[config.mk]
export PLATFORM = sky130hd
export DESIGN_NAME = oled_pixel_streamer
export DESIGN_NICKNAME = d
export VERILOG_FILES = /design/src/rtl/oled_pkg.sv /design/src/rtl/spi_word_shifter.sv /design/src/rtl/oled_pixel_streamer.sv
export SDC_FILE = /design/constraint.sdc
export NUM_CORES = 1
export LEC_CHECK = 0
export CORE_ASPECT_RATIO = 2
export CORE_MARGIN = 8
export CORE_UTILIZATION = 57
export CTS_CLUSTER_SIZE = 8
export DETAILED_ROUTE_END_ITERATION = 8
export DONT_BUFFER_PORTS = 1
export GPL_ROUTABILITY_DRIVEN = 0
export PLACE_DENSITY = 0.72
export SLEW_MARGIN = 20
export SYNTH_ARGS = -nofsm -noshare
export SYNTH_HDL_FRONTEND = slang
export SYNTH_SLANG_ARGS = --single-unit
[constraint.sdc]
create_clock -name i_clk -period 1.9 [get_ports i_clk]
set_input_delay 0.38 -clock i_clk [delete_from_list [all_inputs] [get_ports i_clk]]
set_output_delay 0.38 -clock i_clk [all_outputs]
set_load 0.03 [all_outputs]
[src/rtl/oled_pkg.sv]
// Shared OLED definitions: panel geometry, RGB565 palette and the streamer state encoding.
package oled_pkg;

  localparam int OLED_WIDTH  = 96;
  localparam int OLED_HEIGHT = 64;
  localparam int OLED_PIXELS = OLED_WIDTH * OLED_HEIGHT;

  localparam logic [15:0] COLOR_BLACK   = 16'h0000;
  localparam logic [15:0] COLOR_WHITE   = 16'hFFFF;
  localparam logic [15:0] COLOR_RED     = 16'hF800;
  localparam logic [15:0] COLOR_GREEN   = 16'h07E0;
  localparam logic [15:0] COLOR_BLUE    = 16'h001F;
  localparam logic [15:0] COLOR_YELLOW  = 16'hFFE0;
  localparam logic [15:0] COLOR_CYAN    = 16'h07FF;
  localparam logic [15:0] COLOR_MAGENTA = 16'hF81F;

  typedef enum logic [1:0] {
    IDLE  = 2'd0,
    FETCH = 2'd1,
    SHIFT = 2'd2,
    GAP   = 2'd3
  } streamer_state_t;

endpackage

[src/rtl/spi_word_shifter.sv]
// Serialises one 16-bit word MSB first: each bit is held 2*clk_div clks, sclk low then high.
module spi_word_shifter (
  input  logic        i_clk,
  input  logic        i_reset,
  input  logic        i_load,
  input  logic [15:0] i_data,
  input  logic [7:0]  i_clk_div,
  output logic        o_sclk,
  output logic        o_sdin,
  output logic        o_done
);

  logic [14:0] r_data;
  logic [3:0]  r_bit;
  logic [8:0]  r_cnt;
  logic        r_active;
  logic [8:0]  w_half_end;
  logic [8:0]  w_bit_end;

  assign w_half_end = {1'b0, i_clk_div} - 9'd1;
  assign w_bit_end  = {i_clk_div, 1'b0} - 9'd1;
  assign o_done     = r_active && (r_bit == 4'd0) && (r_cnt == w_bit_end);

  // Bit 15 goes straight to sdin on load; r_data holds the 15 bits still to send.
  always_ff @(posedge i_clk) begin
    if (i_reset) begin
      r_data   <= '0;
      r_bit    <= '0;
      r_cnt    <= '0;
      r_active <= 1'b0;
      o_sclk   <= 1'b1;
      o_sdin   <= 1'b0;
    end else if (i_load) begin
      r_data   <= i_data[14:0];
      r_bit    <= 4'd15;
      r_cnt    <= '0;
      r_active <= 1'b1;
      o_sclk   <= 1'b0;
      o_sdin   <= i_data[15];
    end else if (r_active) begin
      if (r_cnt == w_bit_end) begin
        r_cnt <= '0;
        if (r_bit == 4'd0) begin
          r_active <= 1'b0;
        end else begin
          r_bit  <= r_bit - 4'd1;
          r_data <= {r_data[13:0], 1'b0};
          o_sdin <= r_data[14];
          o_sclk <= 1'b0;
        end
      end else begin
        r_cnt <= r_cnt + 9'd1;
        if (r_cnt == w_half_end) o_sclk <= 1'b1;
      end
    end
  end

endmodule

[src/rtl/oled_pixel_streamer.sv]
// Scans the panel pixel by pixel, samples the screen generator's colour and streams it over SPI.
module oled_pixel_streamer
  import oled_pkg::*;
#(
  parameter int WIDTH   = OLED_WIDTH,
  parameter int HEIGHT  = OLED_HEIGHT,
  parameter int CLK_DIV = 2
) (
  input  logic            i_clk,
  input  logic            i_reset,
  input  logic            i_enable,
  input  logic [15:0]     i_oled_data,
  output logic [6:0]      o_x,
  output logic [5:0]      o_y,
  output logic [12:0]     o_pixel_index,
  output logic            o_frame_begin,
  output logic            o_busy,
  output logic            o_sclk,
  output logic            o_sdin,
  output logic            o_cs_n,
  output logic            o_d_cn,
  output streamer_state_t o_state
);

  streamer_state_t r_state;
  logic [6:0]      r_x;
  logic [5:0]      r_y;
  logic [12:0]     r_idx;
  logic            r_frame_begin;
  logic            r_busy;
  logic            r_cs_n;
  logic            w_load;
  logic            w_done;
  logic            w_last_col;
  logic            w_last_row;
  logic [6:0]      w_next_x;
  logic [5:0]      w_next_y;
  logic [12:0]     w_next_idx;

  assign w_load     = (r_state == FETCH);
  assign w_last_col = (r_x == 7'(WIDTH - 1));
  assign w_last_row = (r_y == 6'(HEIGHT - 1));

  always_comb begin
    w_next_x   = w_last_col ? 7'd0 : r_x + 7'd1;
    w_next_y   = r_y;
    if (w_last_col) w_next_y = w_last_row ? 6'd0 : r_y + 6'd1;
    w_next_idx = (w_last_col && w_last_row) ? 13'd0 : r_idx + 13'd1;
  end

  spi_word_shifter u_shifter (
    .i_clk     (i_clk),
    .i_reset   (i_reset),
    .i_load    (w_load),
    .i_data    (i_oled_data),
    .i_clk_div (8'(CLK_DIV)),
    .o_sclk    (o_sclk),
    .o_sdin    (o_sdin),
    .o_done    (w_done)
  );

  // frame_begin is decided on the edge entering FETCH so it lines up with that cycle.
  always_ff @(posedge i_clk) begin
    if (i_reset) begin
      r_state       <= IDLE;
      r_x           <= '0;
      r_y           <= '0;
      r_idx         <= '0;
      r_frame_begin <= 1'b0;
      r_busy        <= 1'b0;
      r_cs_n        <= 1'b1;
    end else begin
      r_frame_begin <= 1'b0;
      case (r_state)
        IDLE: begin
          if (i_enable) begin
            r_state       <= FETCH;
            r_busy        <= 1'b1;
            r_frame_begin <= (r_x == 7'd0) && (r_y == 6'd0);
          end
        end
        FETCH: begin
          r_state <= SHIFT;
          r_cs_n  <= 1'b0;
        end
        SHIFT: begin
          if (w_done) begin
            r_state <= GAP;
            r_cs_n  <= 1'b1;
          end
        end
        GAP: begin
          r_x   <= w_next_x;
          r_y   <= w_next_y;
          r_idx <= w_next_idx;
          if (i_enable) begin
            r_state       <= FETCH;
            r_frame_begin <= w_last_col && w_last_row;
          end else begin
            r_state <= IDLE;
            r_busy  <= 1'b0;
          end
        end
        default: r_state <= IDLE;
      endcase
    end
  end

  assign o_x           = r_x;
  assign o_y           = r_y;
  assign o_pixel_index = r_idx;
  assign o_frame_begin = r_frame_begin;
  assign o_busy        = r_busy;
  assign o_cs_n        = r_cs_n;
  assign o_d_cn        = 1'b1;
  assign o_state       = r_state;

endmodule
## After elaboration in Yosys (flattened, before gate mapping)

Index checks and enable logic that the tools add are counted.

| word-level totals | value |
|---|---|
| flip-flop bits (word level) | 62 |
| output and inout port bits | 34 |

| cells by class | value |
|---|---|
| add/subtract/negate cells | 5 |
| equality and inequality tests | 12 |
| multiplexer cells | 37 |
| reductions and logical operators | 20 |

Operator list:

| kind | count |
|---|---|
| 2-to-1 mux 15 bit | 4 |
| 2-to-1 mux 1 bit | 19 |
| 2-to-1 mux 4 bit | 4 |
| adder 13 x 1 -> 13 bit (second input constant) | 1 |
| 2-to-1 mux 13 bit | 1 |
| adder 9 x 1 -> 9 bit (second input constant) | 1 |
| == test 9 x 1 -> 1 bit (second input constant) | 1 |
| == test 9 x 2 -> 1 bit (second input constant) | 1 |
| 2-to-1 mux 9 bit | 1 |
| AND reduction 3 bit | 3 |
| case mux 2 bit (4 select lines) | 1 |
| nonzero test 2 bit | 4 |
| adder 7 x 1 -> 7 bit (second input constant) | 1 |
| == test 7 bit (second input constant) | 1 |
| zero test 7 bit | 1 |
| 2-to-1 mux 7 bit | 1 |
| adder 6 x 1 -> 6 bit (second input constant) | 1 |
| == test 6 bit (second input constant) | 1 |
| zero test 6 bit | 1 |
| 2-to-1 mux 6 bit | 1 |
| case mux 1 bit (2 select lines) | 3 |
| AND reduction 2 bit | 3 |
| == test 2 bit (second input constant) | 2 |
| logical AND 1 bit | 4 |
| 10 further kinds | 13 |

## Logic depth before layout (Yosys ltp)

| depth | value |
|---|---|
| depth after elaboration | 5 |
| depth in mapped cells | 8 |
| gate-level depth less buffers | 6 |

## Modules after synthesis

Synthesis repeated with hierarchy kept, for this count alone.

| unflattened totals | value |
|---|---|
| cell total of the unflattened synthesis | 422 |
| area, all modules | 3,565.9 um^2 |

By module, submodules not included:

| module | times used | cells an instance | area an instance (um^2) | seq. area each (um^2) |
|---|---|---|---|---|
| spi_word_shifter | 1 | 243 | 1,961.9 | 620.6 |
| oled_pixel_streamer | 1 | 179 | 1,604.0 | 620.6 |

## Least setup slack after synthesis

No wires, ideal clock.

| timing | value |
|---|---|
| kind | reg2reg |
| from | reg r_state[1], in the netlist o_state[1] |
| to | reg r_x[6], in the netlist o_x[6] |
| arrival time | 1,869 ps |
| required time | 1,829 ps |
| setup slack | -39 ps |
| stages on the path, launching flop included | 6 |
| buffers on the path | 1 |
| cell sequence | dfxtp_1 ha_1 nand3_1 clkbuf_1 or4b_2 a21oi_1 |

| between the ends | value |
|---|---|
| word-level cells in the longest chain between the ends | 1 |

Ends and longest elaborated chain:

| item | RTL line | RTL |
|---|---|---|
| start, declared | oled_pixel_streamer.sv:25 | `streamer_state_t r_state;` |
| start signal, assigned | oled_pixel_streamer.sv:65 | `r_state <= IDLE;` |
| start signal, assigned | oled_pixel_streamer.sv:77 | `r_state <= FETCH;` |
| start signal, assigned | oled_pixel_streamer.sv:83 | `r_state <= SHIFT;` |
| == test 2 bit | oled_pixel_streamer.sv:74 | `case (r_state)` |
| end signal, assigned | oled_pixel_streamer.sv:93 | `r_x <= w_next_x;` |
| end, declared | oled_pixel_streamer.sv:26 | `logic [6:0] r_x;` |

No other way between the ends.
A chain may end at the register's enable or synchronous reset.

## Final worst setup path

| timing | value |
|---|---|
| from | reg u_shifter.r_bit[0] |
| to | reg u_shifter.r_data[7] |

| between the ends | value |
|---|---|
| word-level cells in the longest chain between the ends | 3 |

Ends and longest elaborated chain:

| item | RTL line | RTL |
|---|---|---|
| start, declared | spi_word_shifter.sv:14 | `logic [3:0] r_bit;` |
| start signal, assigned | spi_word_shifter.sv:46 | `r_bit <= r_bit - 4'd1;` |
| zero test 4 bit | spi_word_shifter.sv:43 | `if (r_bit == 4'd0) begin` |
| inequality test 2 x 1 -> 1 bit (no line) | n/a |  |
| AND reduction 3 bit (no line) | n/a |  |
| end signal, assigned | spi_word_shifter.sv:34 | `r_data <= i_data[14:0];` |
| end signal, assigned | spi_word_shifter.sv:47 | `r_data <= {r_data[13:0], 1'b0};` |
| end, declared | spi_word_shifter.sv:13 | `logic [14:0] r_data;` |

No other way between the ends.

==> results.json <==
{
  "layout.nets": 406,
  "tns_ps": 0,
  "areaGrowthSynthToFinish_pct": 15.6,
  "maxCapViolCount": 0,
  "insertion_delay_ps": 340,
  "ys_seq_elements": 62,
  "drt-wirelength-per-cell_microns": 15.8,
  "p_leak_nw": 1.28,
  "n_antenna_cell": 0,
  "vias": 2524,
  "yosysTopAreaCellShare_pct": 40.2,
  "max_stage_delay_ps": 400,
  "whs_ps": 92.8,
  "synth_top_flop_cell": "dfxtp_1",
  "root_buffer": "clkbuf_8",
  "antenna_found_initial": 0,
  "synthArstFlopShare_pct": 0,
  "num_rows": 38,
  "cts.hold.buffers_added": 0,
  "drt_wl_total_microns": 6910,
  "cts_buffers": 9,
  "synth-seq-area-share_pct": 40.2,
  "period_needed_ps": 1810,
  "firstDrtPassIters": 4,
  "arrival_ps": 2050,
  "slew_viol_final": 0,
  "dpl.hpwl_microns": 4960,
  "fmax_mhz": 553,
  "drc": 0,
  "die_x_microns": 68.0,
  "rsz0062_at_grt": "no",
  "critical_path.top_delay_family": "simple AND/OR/NAND/NOR gates",
  "core_area_sq_mm": 0.00533,
  "synth_cell_types": 49,
  "path_buf_inv": 2,
  "ys_warn_count": 0,
  "synth_nets": 379,
  "synth.most_common_cell": "nor2_1",
  "crit_slowest_cell": "and4b_2",
  "clockBufferDepth": 2,
  "ir_worst_vdd_uv": 846,
  "ios": 53,
  "synthTopCellsByCount": "nor2_1, dfxtp_1, nor3_1",
  "setup_viol_count_final": 0,
  "path_cells": "inv_1, ha_1, nor3b_2, and4b_2, buf_12, nor3_1, a2111oi_2",
  "grt_usage_pct": 18.1,
  "io_buffers": 0,
  "p_total_mw": 4.15,
  "critPathKind": "reg2reg",
  "cp_data_required_time_ps": 2140,
  "grt_pass1_vias": 2529,
  "endpoint_kind": "flop",
  "first_iter_violations": 195,
  "final_layout_size_suffix_gt1_share_pct": 20.2,
  "die_area_sq_mm": 0.00817,
  "grt_pass1_wl_microns": 11600,
  "syn_avg_cell_area_sq_um": 8.92,
  "ant_nets": 0,
  "post_drt_via_cell_ratio": 5.79,
  "hold_class": "in2reg",
  "power_density_mw_per_mm2": 1160,
  "yosys.area.top_type": "dfxtp_1",
  "ys_top_cells_by_area": "dfxtp_1, nor2_1, a2111oi_2",
  "status": "finished clean",
  "skew_ps": 6.79,
  "start_util_pct": 58.0,
  "startpoint_type": "flop",
  "cp_max_fo": 12,
  "final_core_util_pct": 67.0,
  "synth_area_sq_mm": 0.00309,
  "cts_tree": "built",
  "cts_sinks": 62,
  "synth_enable_flop_cells": 0,
  "hold_viol": 0,
  "path_clk_slew_ps": 60,
  "grt_overflow": 0,
  "fin_crit_sh_pct": 95.2,
  "h-tree-depth": 3,
  "netlist_instances": 346,
  "grt_max_degree": 41,
  "die_y_microns": 120
}
-- path summary, 6_finish.rpt --
| path | startpoint | end | slack, ps | depth (start not counted) |
|---|---|---|---|---|
| setup / recovery | u_shifter.r_bit[0] | u_shifter.r_data[7] | 90 | 7 |
| hold / removal | i_reset | u_shifter.r_bit[0] | 90 | 1 |
| setup reg to reg | u_shifter.r_bit[0] | u_shifter.r_data[7] | 90 | 7 |
| hold reg to reg | u_shifter.r_data[0] | u_shifter.r_data[0] | 480 | 2 |
-- timing repair --
item	in CTS	in global routing
buffers inserted	0	0
setup endpoints to repair	0	12
resized for setup	0	4
endpoints found under the hold margin	0	0
-- state kept, by name, summed over array words and instances, names as in the netlist, 2 cells and up --
register and cells:
o_y 6, o_state 2, u_shifter.r_bit 4, u_shifter.r_data 15, o_x 7, u_shifter.r_cnt 9
o_pixel_index 13
-- cells by family (layout without fill, tap and decap cells) --
family / after synthesis / count (layout) / share of synthesized area [%]
compound gates: 48 / 48 / 14.0
buf+inv: 35 / 65 / 5.47
mux: 4 / 4 / 1.30
other cells: 1 / 1 / 0.121
xor+xnor: 27 / 27 / 7.66
fa+ha+maj: 14 / 14 / 5.67
flops: 62 / 62 / 40.2
simple gates: 155 / 155 / 25.6
-- metal layers --
layer,wire (microns),GRT usage (%),vias up
li1,-,-,1271
met1,2690,19.3,1185
met2,3530,29.1,54
met3,547,8.12,14
met4,146,8.52,0
met5,0,0,-
-- worst register-to-register path: stages (launching register included) --
cell and delay (ps):
dfxtp_2 350, inv_1 60, ha_1 190, nor3b_2 160, and4b_2 400, buf_12 170, nor3_1 60, a2111oi_2 320
-- cell usage in the layout, fill, tap and decap left out, types with 2 or more instances in the layout --
cell and instances:
nand3_1 6, xnor2_1 18, and3_1 3, xor2_1 9
dfxtp_1 59, nor4_1 5, clkbuf_8 12, and4_1 3
nor4b_1 3, a211oi_1 3, mux2i_1 4, a311o_1 2
nand4_1 12, or3_1 3, a21oi_1 12, a2111oi_2 14
o21ai_0 8, nand3b_1 3, dfxtp_2 3, nand2b_1 2
inv_1 13, nand2_1 14, nor2_1 65, buf_4 34
nor3_1 26, ha_1 14, buf_12 3
-- per-stage QoR --
| step | instance area, sq um | cells | setup WS, ps |
|---|---|---|---|
| floorplan | 3090 | 346 | 3.30 |
| global placement | 3360 | 421 | 130 |
| detailed placement | 3360 | 421 | 43.0 |
| CTS | 3530 | 435 | 14.0 |
| global route | 3570 | 436 | 2.22 |
| finish | 3570 | 436 | 92.0 |
-- power by group --
group	switching, mW	internal (mW)
logic	0.740	0.581
registers	0.257	1.55
clock network	0.457	0.563
-- final cells by class --
| cell class | instances | area (sq um) |
|---|---|---|
| fill | 434 | 1760 |
| multi-input combinational | 249 | 1680 |
| sequential | 62 | 1240 |
| timing repair buffer | 38 | 340 |
| clock buffer | 13 | 169 |
| tap | 60 | 75.1 |
| inverter | 13 | 48.8 |
| clock inverter | 1 | 5.00 |
Note: power is estimated with default switching activity, not from simulation.
